$ cat src/rtl/cc_screen_sequencer.sv
// cc_screen_sequencer
//   Frame source for the Frogger LED matrix. Loads a glyph or a tiled
//   obstacle map into a registered frame buffer whenever the game state or
//   level changes. Scrolls obstacle lanes on each tick. Flags frog/obstacle
//   overlap, and pulses an active-low load strobe on every frame change.
//
//   Optional feature: define CC_SCREENSEQUENCER_BLINK_EN to make the
//   win/lose screens (states 010/011) blink every BLINK_TICKS ticks.
//
// Ports
//   CC_SCREENSEQUENCER_CLOCK_50             system clock
//   CC_SCREENSEQUENCER_RESET_InLow          async active-low reset
//   CC_SCREENSEQUENCER_tick_InHigh          one-cycle animation tick
//   CC_SCREENSEQUENCER_state_data_InBus     game state code
//   CC_SCREENSEQUENCER_level_data_InBus     level code (1..4)
//   CC_SCREENSEQUENCER_positionX_data_InBus frog column
//   CC_SCREENSEQUENCER_positionY_data_InBus frog row (0 = bottom)
//   CC_SCREENSEQUENCER_frame_data_OutBus    row r at [r*NUMBER_DATAWIDTH +: NUMBER_DATAWIDTH]
//   CC_SCREENSEQUENCER_load_OutLow          low one cycle per frame change
//   CC_SCREENSEQUENCER_collision_OutHigh    frog cell on a lit obstacle

// One scrolling lane: odd rows rotate toward the MSB, even rows toward the LSB.
module cc_screen_sequencer_row_rot #(
  parameter int W = 8
) (
  input  logic [W-1:0] row,
  input  logic         odd,
  output logic [W-1:0] rot
);
  assign rot = odd ? {row[W-2:0], row[W-1]} : {row[0], row[W-1:1]};
endmodule

module cc_screen_sequencer #(
  parameter int NUMBER_DATAWIDTH        = 8,
  parameter int NUMBER_ROWS             = 8,
  parameter int DATAWIDTH_STATE         = 3,
  parameter int DATAWIDTH_LEVEL         = 3,
  parameter int FROGGPOSITION_DATAWIDTH = 3,
  parameter int BLINK_TICKS             = 4
) (
  input  logic                                    CC_SCREENSEQUENCER_CLOCK_50,
  input  logic                                    CC_SCREENSEQUENCER_RESET_InLow,
  input  logic                                    CC_SCREENSEQUENCER_tick_InHigh,
  input  logic [DATAWIDTH_STATE-1:0]              CC_SCREENSEQUENCER_state_data_InBus,
  input  logic [DATAWIDTH_LEVEL-1:0]              CC_SCREENSEQUENCER_level_data_InBus,
  input  logic [FROGGPOSITION_DATAWIDTH-1:0]      CC_SCREENSEQUENCER_positionX_data_InBus,
  input  logic [FROGGPOSITION_DATAWIDTH-1:0]      CC_SCREENSEQUENCER_positionY_data_InBus,
  output logic [NUMBER_ROWS*NUMBER_DATAWIDTH-1:0] CC_SCREENSEQUENCER_frame_data_OutBus,
  output logic                                    CC_SCREENSEQUENCER_load_OutLow,
  output logic                                    CC_SCREENSEQUENCER_collision_OutHigh
);
  localparam int NR  = NUMBER_ROWS;
  localparam int NC  = NUMBER_DATAWIDTH;
  localparam int DS  = DATAWIDTH_STATE;
  localparam int DL  = DATAWIDTH_LEVEL;
  localparam int FPW = FROGGPOSITION_DATAWIDTH;

  // 8x8 tables, row 7 in the top byte, column c is bit c of each byte.
  localparam logic [63:0] G_FACE   = 64'h247EFFDB7E42BD81;
  localparam logic [63:0] G_TROPHY = 64'h3CFFBD7E3C18183C;
  localparam logic [63:0] G_SKULL  = 64'h7EFFBD99FF66663C;
  localparam logic [63:0] G_CHECK  = 64'h000103068CD87020;
  localparam logic [63:0] G_NUM1   = 64'h183878181818183C;
  localparam logic [63:0] G_NUM2   = 64'h3C6602060C18327E;
  localparam logic [63:0] G_NUM3   = 64'h3C66060C0606663C;
  localparam logic [63:0] G_NUM4   = 64'h0C0C7E7E4464341C;
  localparam logic [63:0] M_LVL1   = 64'hEF00C00300600000;
  localparam logic [63:0] M_LVL2   = 64'hFB30380007001800;
  localparam logic [63:0] M_LVL3   = 64'hFB00F100F3E3C700;
  localparam logic [63:0] M_LVL4   = 64'hDF1CE007000CC700;

  typedef enum logic [1:0] {S_IDLE, S_STATIC, S_SCROLL, S_BLINK} fsm_t;
  typedef logic [NR-1:0][NC-1:0] frame_t;

  wire gclk   = CC_SCREENSEQUENCER_CLOCK_50;
  wire grst_n = CC_SCREENSEQUENCER_RESET_InLow;
  wire tick   = CC_SCREENSEQUENCER_tick_InHigh;
  wire [DS-1:0]  st_in = CC_SCREENSEQUENCER_state_data_InBus;
  wire [DL-1:0]  lv_in = CC_SCREENSEQUENCER_level_data_InBus;
  wire [FPW-1:0] pos_x = CC_SCREENSEQUENCER_positionX_data_InBus;
  wire [FPW-1:0] pos_y = CC_SCREENSEQUENCER_positionY_data_InBus;

  // Glyphs sit in the bottom-left 8x8 corner; obstacle maps tile the matrix.
  function automatic frame_t build_frame(input logic [DS-1:0] st, input logic [DL-1:0] lv);
    logic [63:0] g;
    logic        tile;
    frame_t      f;
    g    = '0;
    tile = 1'b0;
    f    = '0;
    case (st)
      DS'(1): g = G_FACE;
      DS'(2): g = G_TROPHY;
      DS'(3): g = G_SKULL;
      DS'(5): g = G_CHECK;
      DS'(6): case (lv)
                DL'(1):  g = G_NUM1;
                DL'(2):  g = G_NUM2;
                DL'(3):  g = G_NUM3;
                DL'(4):  g = G_NUM4;
                default: g = '0;
              endcase
      DS'(4): begin
                tile = 1'b1;
                case (lv)
                  DL'(1):  g = M_LVL1;
                  DL'(2):  g = M_LVL2;
                  DL'(3):  g = M_LVL3;
                  DL'(4):  g = M_LVL4;
                  default: g = '0;
                endcase
              end
      default: g = '0;
    endcase
    for (int r = 0; r < NR; r++)
      for (int c = 0; c < NC; c++)
        if (tile)
          f[r][c] = g[6'(((r % 8) * 8) + (c % 8))];
        else if (r < 8 && c < 8)
          f[r][c] = g[6'((r * 8) + c)];
    return f;
  endfunction

  function automatic fsm_t fsm_for(input logic [DS-1:0] st);
    case (st)
      DS'(1), DS'(5), DS'(6): fsm_for = S_STATIC;
      DS'(4):                 fsm_for = S_SCROLL;
`ifdef CC_SCREENSEQUENCER_BLINK_EN
      DS'(2), DS'(3):         fsm_for = S_BLINK;
`else
      DS'(2), DS'(3):         fsm_for = S_STATIC;
`endif
      default:                fsm_for = S_IDLE;
    endcase
  endfunction

  logic [DS-1:0] state_q;
  logic [DL-1:0] level_q;
  fsm_t          fsm_q;
  frame_t        frame_q;
  frame_t        rot_frame;
  logic          load_n_q;
  logic          coll_q;
  logic          coll_hit;
  logic          changed;

  assign changed = (st_in != state_q) || (lv_in != level_q);

  // Top and bottom rows are safe zones and never scroll.
  assign rot_frame[0]    = frame_q[0];
  assign rot_frame[NR-1] = frame_q[NR-1];
  for (genvar r = 1; r < NR - 1; r++) begin : g_lane
    cc_screen_sequencer_row_rot #(.W(NC)) u_rot (
      .row (frame_q[r]),
      .odd (1'(r % 2)),
      .rot (rot_frame[r])
    );
  end

  // Position decode by match rather than indexing so out-of-range X/Y
  // simply never hits a cell.
  always_comb begin
    coll_hit = 1'b0;
    for (int r = 0; r < NR; r++)
      for (int c = 0; c < NC; c++)
        if (pos_y == FPW'(r) && pos_x == FPW'(c))
          coll_hit = frame_q[r][c];
  end

`ifdef CC_SCREENSEQUENCER_BLINK_EN
  localparam int BW = (BLINK_TICKS > 1) ? $clog2(BLINK_TICKS) : 1;
  logic [BW-1:0] blink_cnt;
  logic          blink_ph;
  frame_t        glyph_q;
  assign glyph_q = build_frame(state_q, level_q);
`endif

  always_ff @(posedge gclk or negedge grst_n) begin
    if (!grst_n) begin
      state_q  <= '0;
      level_q  <= '0;
      fsm_q    <= S_IDLE;
      frame_q  <= '0;
      load_n_q <= 1'b1;
      coll_q   <= 1'b0;
`ifdef CC_SCREENSEQUENCER_BLINK_EN
      blink_cnt <= '0;
      blink_ph  <= 1'b0;
`endif
    end else begin
      coll_q   <= (state_q == DS'(4)) && coll_hit;
      load_n_q <= 1'b1;
      if (changed) begin
        // A change takes priority; a coincident tick is dropped.
        state_q  <= st_in;
        level_q  <= lv_in;
        frame_q  <= build_frame(st_in, lv_in);
        fsm_q    <= fsm_for(st_in);
        load_n_q <= 1'b0;
`ifdef CC_SCREENSEQUENCER_BLINK_EN
        blink_cnt <= '0;
        blink_ph  <= 1'b0;
`endif
      end else if (tick) begin
        case (fsm_q)
          S_SCROLL: begin
            frame_q  <= rot_frame;
            load_n_q <= 1'b0;
          end
`ifdef CC_SCREENSEQUENCER_BLINK_EN
          S_BLINK: begin
            if (blink_cnt == BW'(BLINK_TICKS - 1)) begin
              blink_cnt <= '0;
              blink_ph  <= ~blink_ph;
              // Leaving phase 1 restores the glyph; entering it blanks.
              frame_q   <= blink_ph ? glyph_q : '0;
              load_n_q  <= 1'b0;
            end else begin
              blink_cnt <= blink_cnt + 1'b1;
            end
          end
`endif
          default: ;
        endcase
      end
    end
  end

  assign CC_SCREENSEQUENCER_frame_data_OutBus = frame_q;
  assign CC_SCREENSEQUENCER_load_OutLow       = load_n_q;
  assign CC_SCREENSEQUENCER_collision_OutHigh = coll_q;

endmodule

$ cat config.mk
export PLATFORM = sky130hd
export DESIGN_NAME = cc_screen_sequencer
export DESIGN_NICKNAME = d
export VERILOG_FILES = /design/src/rtl/cc_screen_sequencer.sv
export SDC_FILE = /design/constraint.sdc
export NUM_CORES = 1
export LEC_CHECK = 0
export ABC_AREA = 1
export CAP_MARGIN = 20
export CORE_ASPECT_RATIO = 0.5
export CORE_MARGIN = 5
export CORE_UTILIZATION = 45
export DETAILED_ROUTE_END_ITERATION = 6
export DONT_BUFFER_PORTS = 1
export GPL_TIMING_DRIVEN = 0
export PLACE_DENSITY = 0.61
export SLEW_MARGIN = 25
export SYNTH_ARGS = -nofsm -noshare
export SYNTH_HDL_FRONTEND = slang
export SYNTH_SLANG_ARGS = --single-unit
$ cat constraint.sdc
create_clock -name CC_SCREENSEQUENCER_CLOCK_50 -period 3.6 [get_ports CC_SCREENSEQUENCER_CLOCK_50]
set_input_delay 1.08 -clock CC_SCREENSEQUENCER_CLOCK_50 [delete_from_list [all_inputs] [get_ports CC_SCREENSEQUENCER_CLOCK_50]]
set_output_delay 1.08 -clock CC_SCREENSEQUENCER_CLOCK_50 [all_outputs]
set_load 0.05 [all_outputs]
# Word level (Yosys, flattened, before mapping)
# Cells that the tools add are included.
dict set report classes {
  n_div 0
  n_mul 0
  eq_ne 28
  n_lt_le_gt_ge 0
  bitwise 0
  addsub 0
  shift 0
  reduce_logical 72
  n_mux 74
}
# operator count
set ops {}
lappend ops {{32-bit case mux with 6 select lines} 1}
lappend ops {{56-bit two-way mux} 3}
lappend ops {{32-bit case mux with 4 select lines} 1}
lappend ops {{31-bit case mux with 4 select lines} 1}
lappend ops {{1-bit two-way mux} 67}
lappend ops {{1-bit logical AND} 65}
lappend ops {{3-bit == test, second input constant} 13}
lappend ops {{3-bit by 2-bit == test with 1-bit output, second input constant} 8}
lappend ops {{3-bit by 1-bit == test with 1-bit output, second input constant} 4}
lappend ops {{3-bit zero test} 2}
lappend ops {{3-bit inequality test} 2}
lappend ops {{5-bit OR reduction} 1}
lappend ops {{2-bit case mux with 2 select lines} 1}
lappend ops {{2-bit nonzero test} 2}
lappend ops {{2-bit == test, second input constant} 1}
lappend ops {{2-bit AND reduction} 1}
lappend ops {{1-bit logical OR} 1}
dict set report word_totals {
  mem_count 0
  rom_bits 0
  ramBits 0
  latch_bits 0
  regBits 74
  word_cells 187
  in_bits 15
  output_inout_bits 66
}

# Longest topological paths before layout
# Gate-level depths: netlist (run 1).
dict set report logic_depth {
  depth_word 67
  ltp_mapped 43
  depth_no_buf 42
}

# Hierarchy
# Synthesis (run 1) repeated with hierarchy kept, for this count alone.
dict set report unflattened {
  cells_unflattened 706
  hier_area_um2 4433.0
}
# module cells_each instances area_per_inst_um2
set by_module_without_submodules {}
lappend by_module_without_submodules {cc_screen_sequencer 550 1 3802.4}
lappend by_module_without_submodules {cc_screen_sequencer_row_rot 26 6 105.1}

# Least setup slack after synthesis (run 1)
# No wires, ideal clock.
dict set report synth_path {
  path_type {input port to flip-flop}
  startpoint {in CC_SCREENSEQUENCER_positionX_data_InBus[2]}
  endpoint {reg coll_q, in the netlist CC_SCREENSEQUENCER_collision_OutHigh}
  path_slack_ns 0.060
  arrival_time_ns 3.427
  path_stages 41
  required_time_ns 3.487
  path_cell_list {buf_6 > nor2_8 > nand2_2 > a21oi_2 > nor2_1 > nand2_1 > nand2_1 > nand2_1 > nand4_1 > nand2_1 > nand2_1 > nand2_1 > nand4_1 > nand2_1 > nand2_1 > nand2_1 > nand2_1 > nand2_1 > (+5 left out) > nand2_1 > nand2_1 > nand2_1 > nand4_1 > nor2_1 > nand4_1 > nand2_1 > nand4_1 > nor2_1 > nand4_1 > nand2_1 > nand2_1 > nand2_1 > nand2_1 > nand2_1 > nand3_1 > nand2_1 > inv_1}
}
dict set report synth_between {
  elab_chain_cells 67
  word_cells_on_any_way 137
  cone_classes {7 x eq/ne; 64 x mux; 66 x reduce/logical}
}
# item line_no
set synth_rtl {}
lappend synth_rtl {{start: declaration} 46} ;# input logic [FROGGPOSITION_DATAWIDTH-1:0] CC_SCREENSEQUENCER_positionX_data_InBus,
lappend synth_rtl {{3-bit zero test} 166} ;# if (pos_y == FPW'(r) && pos_x == FPW'(c))
lappend synth_rtl {{1-bit logical AND} 166}
lappend synth_rtl {{1-bit two-way mux (63 in a row)} 166}
lappend synth_rtl {{1-bit two-way mux *} 166}
lappend synth_rtl {{1-bit logical AND *} 191} ;# coll_q <= (state_q == DS'(4)) && coll_hit;
lappend synth_rtl {{end signal: assignment} 191}
lappend synth_rtl {{end: declaration} 143} ;# logic coll_q;
# Mark *: on every way between the ends. The rest lies on a longest branch, timed or not.
# A chain may end at the register's enable or synchronous reset.

# Final worst setup path (run 1)
dict set report layout_path {
  startpoint {in CC_SCREENSEQUENCER_positionX_data_InBus[0]}
  endpoint {reg coll_q, in the netlist CC_SCREENSEQUENCER_collision_OutHigh}
}
# The elaborated chain is that of the path after synthesis.

==> results.sh, run 1 <==
export IMPL_status="complete, but fails checks"
export IMPL_violations="negative setup slack"
export IMPL_numCtsBuffers=9
export IMPL_synthSimpleGateAreaFrac=0.286
export IMPL_grt_usage=0.239
export IMPL_p_leak_nw=2.02
export IMPL_synth_area_mm2=0.00382
export IMPL_drtAntennaViolNets=0
export IMPL_drc_errors=0
export IMPL_cts_root_buf="clkbuf_16"
export IMPL_fin_area_mm2=0.00438
export IMPL_die_x_um=140
export IMPL_critPathLaunchType="primary input"
export IMPL_clk_latency_ps=330
export IMPL_dpl_instance_area_mm2=0.00399
export IMPL_crit_top_cell="nand2_1"
export IMPL_finalSetupViolations=1
export IMPL_synth_seq_cells=62
export IMPL_initial_core_util=0.469
export IMPL_finalMaxSlewViolations=0
export IMPL_finalWeightedCongestion=0.958
export IMPL_cpMaxStageDelayCell="buf_8"
export IMPL_vias_per_cell=5.36
export IMPL_rows=23
export IMPL_cts_hold_fix_buffers=0
export IMPL_async_flop_share=1.00
export IMPL_synth_adder_area_share=0
export IMPL_drt_initial_drc_count=365
export IMPL_synth_main_ff_cell="dfrtp_1"
export IMPL_fin_crit_sh=1.01
export IMPL_synth_area_mux_share=0
export IMPL_ir_worst_vdd_uv=240
export IMPL_grt_max_degree=63
export IMPL_wirelength_um=11800
export IMPL_multi_input_area_mm2=0.00179
export IMPL_skew_ps=3.94
export IMPL_antenna_found_initial=0
export IMPL_cp_arrival_ps=3860
export IMPL_hold_path_class="in -> async"
export IMPL_synth_top_family_by_area="simple AND/OR/NAND/NOR gates"
export IMPL_synth_most_common_cell="nand2_1"
export IMPL_grt_overflow=0
export IMPL_vias=3649
export IMPL_tns_ps=-36.5
export IMPL_crit_required_ps=3830
export IMPL_worstMarginPinSlew_ps=656
export IMPL_pin_count=81
export IMPL_layout_drive_gt1_share=0.102
export IMPL_cts_tree="done"
export IMPL_clock_sinks=62
export IMPL_power_density_mw_per_mm2=471
export IMPL_yosys_warnings=0
export IMPL_slowest_delay_ps=120
export IMPL_fin_crit_ps=3640
export IMPL_layout_setup_ws_ps=-36.5
export IMPL_place_hpwl_um=8700
export IMPL_nets=579
export IMPL_grt_pass1_wl_um=19400
export IMPL_grt_pass1_vias=3516
export IMPL_yosys_top_cells_count="nand2_1, nor2_1, inv_1, dfrtp_1, o21ai_0"
export IMPL_syn_to_final_growth_pct=14.6
export IMPL_synth_top_cell_area_share=0.400
export IMPL_worstPathMaxFanout=10
export IMPL_dp_slack_ps=-390
export IMPL_synthCells=540
export IMPL_instances_no_fill=681
export IMPL_synth_distinct_cells=37
export IMPL_synth_compound_area_frac=0.164
export IMPL_syn_avg_cell_area_um2=7.07
export IMPL_fill_cells=828
export IMPL_port_buffers=0
export IMPL_synth_edff_count=0
export IMPL_max_cap_violations=0
export IMPL_dieArea_mm2=0.0105
export IMPL_hold_ws_ps=442
export IMPL_synthTopCellsByArea="dfrtp_1, nand2_1, nor2_1"
export IMPL_clk_pin_slew_ps=50
export IMPL_synth_area_leader_cell="dfrtp_1"
export IMPL_htree_levels=3
export IMPL_die_h_um=75.1
export IMPL_routedWlPerCell_um=17.3
export IMPL_max_slew_margin=0.563
export IMPL_antenna_cells=0
export IMPL_rsz0062_at_grt="true"
export IMPL_placedCellCount=659
export IMPL_coreArea_mm2=0.00814
export IMPL_critPathKind="in -> reg"
export IMPL_synth_seq_area_share=0.407
export IMPL_clock_path_buffers=2
export IMPL_seqCellArea_mm2=0.00155
export IMPL_synth_xor_area_share=0.00917
export IMPL_hold_viol=0
export IMPL_dr_pass1_iters=6
export IMPL_max_freq_ghz=0.275
export IMPL_cp_end_kind="flip-flop"
layout make-up:
type / count / area share
Timing Repair Buffer: 6 / 0.0103
Sequential cell: 62 / 0.355
Clock inverter: 3 / 0.0149
Buffer: 37 / 0.0497
Tap cell: 112 / 0.0320
Multi-Input combinational cell: 369 / 0.409
Clock buffer: 13 / 0.0617
Inverter: 79 / 0.0677
worst paths after layout:
path                                                                           start                                       to  slack, ps  cells past startpoint
max                                       CC_SCREENSEQUENCER_positionX_data_InBus[0]     CC_SCREENSEQUENCER_collision_OutHigh        -40                     44
min                                                   CC_SCREENSEQUENCER_RESET_InLow  CC_SCREENSEQUENCER_frame_data_OutBus[6]        440                      0
max reg2reg                                  CC_SCREENSEQUENCER_frame_data_OutBus[0]     CC_SCREENSEQUENCER_collision_OutHigh        290                     40
min reg2reg                                                                 fsm_q[1]                                 fsm_q[1]        520                      2
max in group asynchronous                             CC_SCREENSEQUENCER_RESET_InLow           CC_SCREENSEQUENCER_load_OutLow       2960                      0
min in group CC_SCREENSEQUENCER_CLOCK_50                                    fsm_q[1]                                 fsm_q[1]        520                      2
stage by stage:
step	power, mW	util
global route	2.15	0.538
global placement	1.10	0.489
detailed placement	1.10	0.489
floorplan	1.04	-
CTS	2.08	0.538
finish	2.06	0.538
critical path: cells and delay by family:
kind | cells | cell delay (ps)
buffers and inverters | 4 | 330
AND/OR/NAND/NOR | 40 | 2430
what timing repair did:
item,in CTS,in global routing
buffers inserted,6,0
gates resized for setup,4,0
pin swaps,3,0
endpoints found under the setup margin,1,1
layout by cell type (no fill, tap or decap), types with 3 or more instances in the layout:
cell type,instances
clkbuf_16,9
buf_8,3
buf_4,18
a21oi_1,27
nand2_1,109
a31o_2,8
a31oi_1,8
dfrtp_1,61
o21ai_0,45
nand3_1,25
clkbuf_1,23
nor2_1,77
o31ai_1,11
nor3_1,12
conb_1,8
nand4_1,12
clkbuf_8,3
xor2_1,4
inv_1,75
metal layers:
layer | share of wire | global-route usage
met3 | 0.094 | 0.0730
met1 | 0.47 | 0.341
met5 | 0 | 0
met4 | 0.010 | 0.0666
met2 | 0.43 | 0.354
sequential cells by signal, summed over array words and instances (netlist names):
register                              flops
level_q                                   3
CC_SCREENSEQUENCER_frame_data_OutBus     52
CC_SCREENSEQUENCER_load_OutLow            1
CC_SCREENSEQUENCER_collision_OutHigh      1
state_q                                   3
fsm_q                                     2
logic make-up after synthesis:
kind of cell,after synthesis
compound gates,107
xor+xnor,4
buf+inv,116
flops,62
other cells,1
simple gates,250
where the power goes:
part	total (mW)	internal (mW)	switching [mW]
Sequential	0.871	0.729	0.142
Combinational	0.223	0.0723	0.151
Clock	0.970	0.661	0.309
Power figures use the tool's default switching activity.
==> inputs of run 2 (changes only) <==
Settings changed: CAP_MARGIN 20 to unset.
Clock period 3.6 ns to 4.7 ns, I/O delays scaled along.
==> run 2 against run 1 <==
- first-iteration DRC count is 3.6% higher
- the flow now finishes without violations
- via count increased by 0.11%
- critical endpoint unchanged
- non-clock buffer count decreased by 6
- cell area fell by 1.3%
- routed wire length increased by 0.46%
- largest power group unchanged
- critical path depth is 2 lower
- hold slack improved by 78 ps
- sequential cell count unchanged
==> results.sh, run 2 (synthesis gave the netlist of run 1 again) <==
export IMPL_grt_pass1_wl_um=19300
export IMPL_vias_per_cell=5.41
export IMPL_syn_to_final_growth_pct=13.1
export IMPL_layout_drive_gt1_share=0.0906
export IMPL_pin_count=81
export IMPL_clock_sinks=62
export IMPL_multi_input_area_mm2=0.00179
export IMPL_slowest_delay_ps=250
export IMPL_postCtsSetupRepairBufs=0
export IMPL_htree_levels=3
export IMPL_cp_buffers_inverters=2
export IMPL_timing_rr_end="CC_SCREENSEQUENCER_collision_OutHigh"
export IMPL_r2r_cells=40
export IMPL_finalMaxSlewViolations=0
export IMPL_status="complete, no violations"
export IMPL_fill_cells=834
export IMPL_critPathKind="in -> reg"
export IMPL_drc_errors=0
export IMPL_routedWlPerCell_um=17.6
export IMPL_fin_crit_sh=0.860
export IMPL_coreArea_mm2=0.00814
export IMPL_layout_common_cells="nand2_1, nor2_1, inv_1"
export IMPL_grt_usage=0.238
export IMPL_grt_pass1_vias=3486
export IMPL_numCtsBuffers=9
export IMPL_worstSetupStartpoint="CC_SCREENSEQUENCER_positionX_data_InBus[0]"
export IMPL_port_buffers=0
export IMPL_max_freq_ghz=0.247
export IMPL_hold_path_class="reg -> reg"
export IMPL_power_density_mw_per_mm2=365
export IMPL_die_h_um=75.1
export IMPL_worstPathMaxFanout=10
export IMPL_cts_hold_fix_buffers=0
export IMPL_whs_path_depth=2
export IMPL_clk_latency_ps=330
export IMPL_crit_required_ps=4930
export IMPL_cp_arrival_ps=4270
export IMPL_nets=573
export IMPL_dieArea_mm2=0.0105
export IMPL_rsz0062_at_grt="false"
export IMPL_max_slew_margin=0.566
export IMPL_p_leak_nw=1.99
export IMPL_dr_pass1_iters=5
export IMPL_tns_ps=0
export IMPL_largest_register_ffs=52
export IMPL_vias=3653
export IMPL_die_x_um=140
export IMPL_worstMarginPinSlew_ps=646
export IMPL_dpl_instance_area_mm2=0.00399
export IMPL_grt_overflow=0
export IMPL_finalWeightedCongestion=0.958
export IMPL_antenna_cells=0
export IMPL_fin_area_mm2=0.00432
export IMPL_cpMaxStageDelayCell="nor2_4"
export IMPL_rr_startpoint="CC_SCREENSEQUENCER_frame_data_OutBus[4]"
export IMPL_drtAntennaViolNets=0
export IMPL_clock_path_buffers=2
export IMPL_wirelength_um=11900
export IMPL_min_from="fsm_q[1]"
export IMPL_antenna_found_initial=0
export IMPL_fin_crit_ps=4040
export IMPL_cts_tree="done"
export IMPL_finalSetupViolations=0
export IMPL_max_cap_violations=0
export IMPL_cp_top_family="simple AND/OR/NAND/NOR gates"
export IMPL_grt_max_degree=63
export IMPL_finalPower_mw=1.58
export IMPL_cts_root_buf="clkbuf_16"
export IMPL_hold_viol=0
export IMPL_hold_end="fsm_q[1]"
export IMPL_place_hpwl_um=8700
export IMPL_crit_top_cell="nand2_1"
export IMPL_seqCellArea_mm2=0.00155
export IMPL_ir_worst_vdd_uv=183
export IMPL_critPathLaunchType="primary input"
export IMPL_clk_pin_slew_ps=50
export IMPL_cp_end_kind="flip-flop"
export IMPL_final_common_cell="nand2_1"
export IMPL_post_cts_resized=0
export IMPL_r2r_slack_ps=1390
export IMPL_drt_initial_drc_count=378
export IMPL_final_util=0.530
export IMPL_initial_core_util=0.469
export IMPL_skew_ps=4.47
export IMPL_rows=23
==> run 2: how the worst max path moves through the flow <==
| stage | cells after the start | end |
|---|---|---|
| CTS | 42 | CC_SCREENSEQUENCER_collision_OutHigh |
| detailed placement | 42 | CC_SCREENSEQUENCER_collision_OutHigh |
| global placement | 42 | CC_SCREENSEQUENCER_collision_OutHigh |
| floorplan | 41 | CC_SCREENSEQUENCER_collision_OutHigh |
| global route | 42 | CC_SCREENSEQUENCER_collision_OutHigh |
| finish | 42 | CC_SCREENSEQUENCER_collision_OutHigh |
==> run 2: worst min-delay path, stage by stage, from the launching register on <==
cell,delay [ps]
dfrtp_1,350
nand2_1,50
o21ai_0,70
==> run 2: where the power goes <==
| part | switching (mW) | leakage, nW | total, mW | internal, mW |
|---|---|---|---|---|
| logic | 0.115 | 1.01 | 0.167 | 0.0518 |
| registers | 0.109 | 0.815 | 0.667 | 0.558 |
| clock network | 0.238 | 0.166 | 0.744 | 0.507 |
==> run 2: metal layers <==
layer / up-vias / wire, um / track usage
met5: - / 0 / 0
met3: 15 / 1190 / 0.0723
li1: 1769 / - / -
met4: 0 / 131 / 0.0655
met2: 149 / 5080 / 0.352
met1: 1720 / 5460 / 0.341
==> run 2: cell type report <==
type	instances	area share
buffer	37	0.0487
clock buffer	13	0.0626
clock inverter	3	0.0151
inverter	79	0.0686
multi-input combinational	369	0.413
sequential	62	0.359
tap	112	0.0324
==> run 2: through the flow <==
step	std cells	setup slack, ps	hold slack [ps]
after CTS	675	693	522
final	675	659	520
after floorplan	547	830	454
after detailed placement	659	380	509
after global placement	659	379	480
after global routing	675	157	562
==> RTL edit 1: new RTL, settings of run 1 <==
The output `CC_SCREENSEQUENCER_collision_OutHigh` loses its register stage (`coll_q` becomes a continuous assignment).
--- a/src/rtl/cc_screen_sequencer.sv
+++ b/src/rtl/cc_screen_sequencer.sv
@@ -182,13 +182,11 @@
       fsm_q    <= S_IDLE;
       frame_q  <= '0;
       load_n_q <= 1'b1;
-      coll_q   <= 1'b0;
 `ifdef CC_SCREENSEQUENCER_BLINK_EN
       blink_cnt <= '0;
       blink_ph  <= 1'b0;
 `endif
     end else begin
-      coll_q   <= (state_q == DS'(4)) && coll_hit;
       load_n_q <= 1'b1;
       if (changed) begin
         // A change takes priority; a coincident tick is dropped.
@@ -226,6 +224,8 @@
     end
   end
 
+  assign coll_q = (state_q == DS'(4)) && coll_hit;
+
   assign CC_SCREENSEQUENCER_frame_data_OutBus = frame_q;
   assign CC_SCREENSEQUENCER_load_OutLow       = load_n_q;
   assign CC_SCREENSEQUENCER_collision_OutHigh = coll_q;
Formal check against the unedited RTL: not equivalent (a bounded check fails within 4 cycles, from zero or initial values and one cycle with CC_SCREENSEQUENCER_RESET_InLow low).
==> RTL edit 1 against run 1 <==
  * The run still ends with setup timing left
  * Total power shrank 6.7%
  * Area after synthesis shrank 3.3%
  * Final area is essentially flat
  * Sequential cell count shrank 1
  * Wire length grew 6.8%
  * Global-route usage grew 1.8 points
  * Setup slack lost 1.3 ns
  * Highest routed layer unchanged
  * Via count grew 3.8%
==> RTL edit 1: results (changes against run 1) <==
metric,value,unit,change
grt_pass1_vias,3676,,was 3516
fin_cells,668,,was 681
critical-path-max-stage-delay,0.35,ns,was 0.12 ns
grt_use_met3,0.0989,,was 0.0730
multi_input_area_share,0.419,,was 0.409
wl_met2,5.34,mm,was 5.07 mm
use_met1,0.337,,was 0.341
tightest_slew,0.705,ns,was 0.656 ns
dieWidth,138,µm,was 140 µm
gr-usage-met2,0.383,,was 0.354
wl,12.6,mm,was 11.8 mm
synth_cell_types,33,,was 37
critPathSlowestCell,a21oi_4,,was buf_8
fillCellCount,812,,was 828
grt_pass1_wl,20.1,mm,was 19.4 mm
clock_area_frac,0.0646,,was 0.0766
first_pass_iters,5,,was 6
vdd_drop_max,0.251,mV,was 0.240 mV
placed_cells,641,,was 659
dp_hpwl,9.10,mm,was 8.70 mm
setup_viol,1,,unchanged
synth_compound_area_frac,0.171,,was 0.164
violations,setup timing,,unchanged
area_growth,18.6,%,was 14.6%
buf_share,0.0669,,was 0.0600
timing.reg2reg.setup_slack,1.09,ns,was 0.29 ns
met1_length,5.54,mm,was 5.51 mm
ys_seq_area_frac,0.414,,was 0.407
regArea,1530,µm²,was 1550 µm²
ys_ff_latch,61,,was 62
gp_congestion,0.979,,was 0.958
clockBufferCount,15,,was 13
route.met3.wl,1.38,mm,was 1.11 mm
track_usage,0.257,,was 0.239
grt_start_max_net_pins,62,,was 63
cts_resized,14,,was 4
synth_xor_area_frac,0.00949,,was 0.00917
layout_setup_ws,-1.30,ns,was -0.0365 ns
status,"complete, but fails checks",,unchanged
inv_count,77,,was 79
signal_buffers,50,,was 43
syn_inst,522,,was 540
clock_skew,0.00884,ns,was 0.00394 ns
synth_area_leaders,"dfrtp_1 41%, nand2_1 10%, inv_1 7.7%",,"was dfrtp_1 40%, nand2_1 11%, nor2_1 7.6%"
==> RTL edit 1: cell types whose count changed in the layout (fill, tap and decap cells not counted), moves of 3 or more <==
cell | before | now
o31ai_1 | 11 | 14
clkbuf_1 | 23 | 28
inv_1 | 75 | 72
a31o_2 | 8 | 4
a22oi_1 | 2 | 5
nor2_4 | 1 | 6
buf_4 | 18 | 23
nor2_1 | 77 | 58
o21ai_0 | 45 | 48
nand2_1 | 109 | 98
a21oi_1 | 27 | 18
nor3_1 | 12 | 9
nand4_1 | 12 | 22
==> RTL edit 1: power groups by stage <==
| stage | clock network, µW | registers (µW) | logic, µW |
|---|---|---|---|
| global route | 864 | 865 | 259 |
| detailed placement | 0 | 873 | 216 |
| CTS | 839 | 861 | 229 |
| finish | 829 | 861 | 236 |
| floorplan | 0 | 857 | 171 |
| global placement | 0 | 873 | 216 |
==> RTL edit 1: final timing paths <==
path / cells after the start / endpoint / startpoint
max in group asynchronous: 0 / CC_SCREENSEQUENCER_load_OutLow$_DFF_PN1_ / CC_SCREENSEQUENCER_RESET_InLow
worst max register to register: 9 / CC_SCREENSEQUENCER_frame_data_OutBus[21]$_DFFE_PN0P_ / state_q[2]$_DFFE_PN0N_
worst max-delay path: 39 / CC_SCREENSEQUENCER_collision_OutHigh / CC_SCREENSEQUENCER_positionX_data_InBus[2]
min in group CC_SCREENSEQUENCER_CLOCK_50: 2 / fsm_q[1]$_DFFE_PN0N_ / fsm_q[1]$_DFFE_PN0N_
worst min register to register: 2 / fsm_q[1]$_DFFE_PN0N_ / fsm_q[1]$_DFFE_PN0N_
worst min-delay path: 0 / CC_SCREENSEQUENCER_frame_data_OutBus[12]$_DFFE_PN0P_ / CC_SCREENSEQUENCER_RESET_InLow
==> RTL edit 2: new RTL, flow settings as in run 1 <==
Without the edit above. `NUMBER_ROWS`: 8 -> 4.
--- a/src/rtl/cc_screen_sequencer.sv
+++ b/src/rtl/cc_screen_sequencer.sv
@@ -32,7 +32,7 @@
 
 module cc_screen_sequencer #(
   parameter int NUMBER_DATAWIDTH        = 8,
-  parameter int NUMBER_ROWS             = 8,
+  parameter int NUMBER_ROWS             = 4,
   parameter int DATAWIDTH_STATE         = 3,
   parameter int DATAWIDTH_LEVEL         = 3,
   parameter int FROGGPOSITION_DATAWIDTH = 3,
Ports: changed (resized CC_SCREENSEQUENCER_frame_data_OutBus); port bits go from 81 to 49. The function was not compared with the original's and may differ.
==> RTL edit 2 against run 1 <==
  * Final area down 42%
  * Global-route usage down 2.1 points
  * Register-to-register slack better by 0.87 ns
  * Wire length down 40%
  * Clock power down 61%
  * Final cell count down 38%
  * Setup slack better by 0.99 ns
  * Non-clock buffer count down 26
  * Total power down 47%
  * Combinational power down 41%
  * Area after synthesis down 38%
  * Count of clock-buffer cells in the layout down 7
  * Sequential cell count down 24
  * Highest routed layer unchanged
==> RTL edit 2: results (changes against run 1) <==
metric,value,unit,change
grt_pass1_wl,11.5,mm,was 19.4 mm
syn_inst,342,,was 540
route.met3.wl,728,µm,was 1.11 mm
cts_resized,0,,was 4
clock_latency,0.29,ns,was 0.33 ns
wl_met2,2.89,mm,was 5.07 mm
gr-total-overflow,0,,unchanged
synth_cell_types,37,,unchanged
timing.hold.ws,0.469,ns,was 0.442 ns
drtIter0Drc,350,,was 365
met1_length,3.40,mm,was 5.51 mm
hp-class,in2async,,unchanged
ys_seq_area_frac,0.405,,was 0.407
clock_path_buffers,2,,unchanged
vdd_drop_max,0.223,mV,was 0.240 mV
gp_congestion,0.893,,was 0.958
wl_per_cell,17.0,µm,was 17.3 µm
clock_skew,0.0118,ns,was 0.00394 ns
highest_layer,met4,,unchanged
gr-usage-met2,0.321,,was 0.354
cts_root_buffer,clkbuf_8,,was clkbuf_16
track_usage,0.218,,was 0.239
arrival,2.84,ns,was 3.86 ns
use_met1,0.318,,was 0.341
critical_path_peak_fanout,7,,was 10
grt_use_met3,0.0530,,was 0.0730
final_layout_size_suffix_gt1_frac,0.117,,was 0.102
hold_violations,0,,unchanged
first_pass_iters,5,,was 6
crit_path_start,CC_SCREENSEQUENCER_positionX_data_InBus[0],,unchanged
dp_hpwl,5.61,mm,was 8.70 mm
reg2reg_depth,24,,was 40
status,"finished, final reports clean",,"was complete, but fails checks"
antenna_found_initial,0,,unchanged
numCtsBuffers,5,,was 9
num_antenna_cells,0,,unchanged
fin_cells,419,,was 681
cellLeakagePower,0.00122,µW,was 0.00202 µW
dp_worst_setup_slack,0.677,ns,was -0.390 ns
post_cts_buffers,0,,was 6
yosys_warnings,0,,unchanged
placed_cells,412,,was 659
async_reset_ff_frac,1.00,,unchanged
fillCellCount,517,,was 828
timing.reg2reg.setup_slack,1.16,ns,was 0.29 ns
io_buffers,0,,unchanged
synth_area_leaders,"dfrtp_1 39%, nand2_1 12%, nor2_1 7.8%",,"was dfrtp_1 40%, nand2_1 11%, nor2_1 7.6%"
placed_cell_area,2440,µm²,was 3990 µm²
largest_register_ffs,28,,was 52
tightest_slew,0.637,ns,was 0.656 ns
htree_levels,2,,was 3
grt_start_max_net_pins,39,,was 63
grt_pass1_vias,2223,,was 3516
rr_startpoint,CC_SCREENSEQUENCER_frame_data_OutBus[6]$_DFFE_PN0N_,,was CC_SCREENSEQUENCER_frame_data_OutBus[0]$_DFFE_PN0N_
r2r_end,CC_SCREENSEQUENCER_collision_OutHigh$_DFF_PN0_,,unchanged
yosys.cell_count.top_type,nand2_1,,unchanged
vias,2380,,was 3649
nets,364,,was 579
cts.reportedPaths.clkPinSlew,0.08,ns,was 0.05 ns
synthTopCellsByCount,"74 x nand2_1, 49 x nor2_1, 37 x dfrtp_1, 37 x inv_1",,"was 109 x nand2_1, 77 x nor2_1, 76 x inv_1"
RTL edit 2: critical path: stages:
cell and delay [ns]:
inv_1 0.06, nand3_1 0.18, inv_1 0.15, nor3_2 0.05, nand2_1 0.06, nand2_1 0.04, nand2_1 0.08, nand4_1 0.09
nand2_1 0.06, nand2_1 0.05, nand2_1 0.06, nand2_1 0.04, nand2_1 0.05, nand3_1 0.06, nand2_1 0.08, nand4_1 0.08
nand2_1 0.07, nand2_1 0.05, nand2_1 0.05, nand4_1 0.07, nand2_1 0.07, nand3_1 0.12, nand2_1 0.09, inv_1 0.03
RTL edit 2: where the power goes:
part           switching [µW]  internal [µW]
sequential                130            456
combinational            88.7           42.9
clock                     152            222
total                     370            720
RTL edit 2: final cells by class:
cell class                 instances  area, µm²  area share
sequential                        38        952       0.373
inverter                          56        210      0.0824
tap                               70       87.6      0.0343
clock inverter                     1       30.0      0.0118
buffer                            17       81.3      0.0319
clock buffer                       6       82.6      0.0324
multi-input combinational        231       1110       0.434
RTL edit 2: cell families after synthesis:
logic type	Yosys count	share of synthesized area
AND/OR/NAND/NOR	165	0.301
buffers and inverters	73	0.124
AO/OA/AOI/OAI	64	0.163
flip-flops	38	0.405
XOR/XNOR	2	0.00745
RTL edit 2: how the worst max path moves through the flow:
stage	end	slack, ns
after CTS	CC_SCREENSEQUENCER_collision_OutHigh$_DFF_PN0_	0.97
after global routing	CC_SCREENSEQUENCER_collision_OutHigh$_DFF_PN0_	0.71
final	CC_SCREENSEQUENCER_collision_OutHigh$_DFF_PN0_	0.95
after global placement	CC_SCREENSEQUENCER_collision_OutHigh$_DFF_PN0_	0.65
after floorplan	CC_SCREENSEQUENCER_collision_OutHigh$_DFF_PN0_	1.06
after detailed placement	CC_SCREENSEQUENCER_collision_OutHigh$_DFF_PN0_	0.68
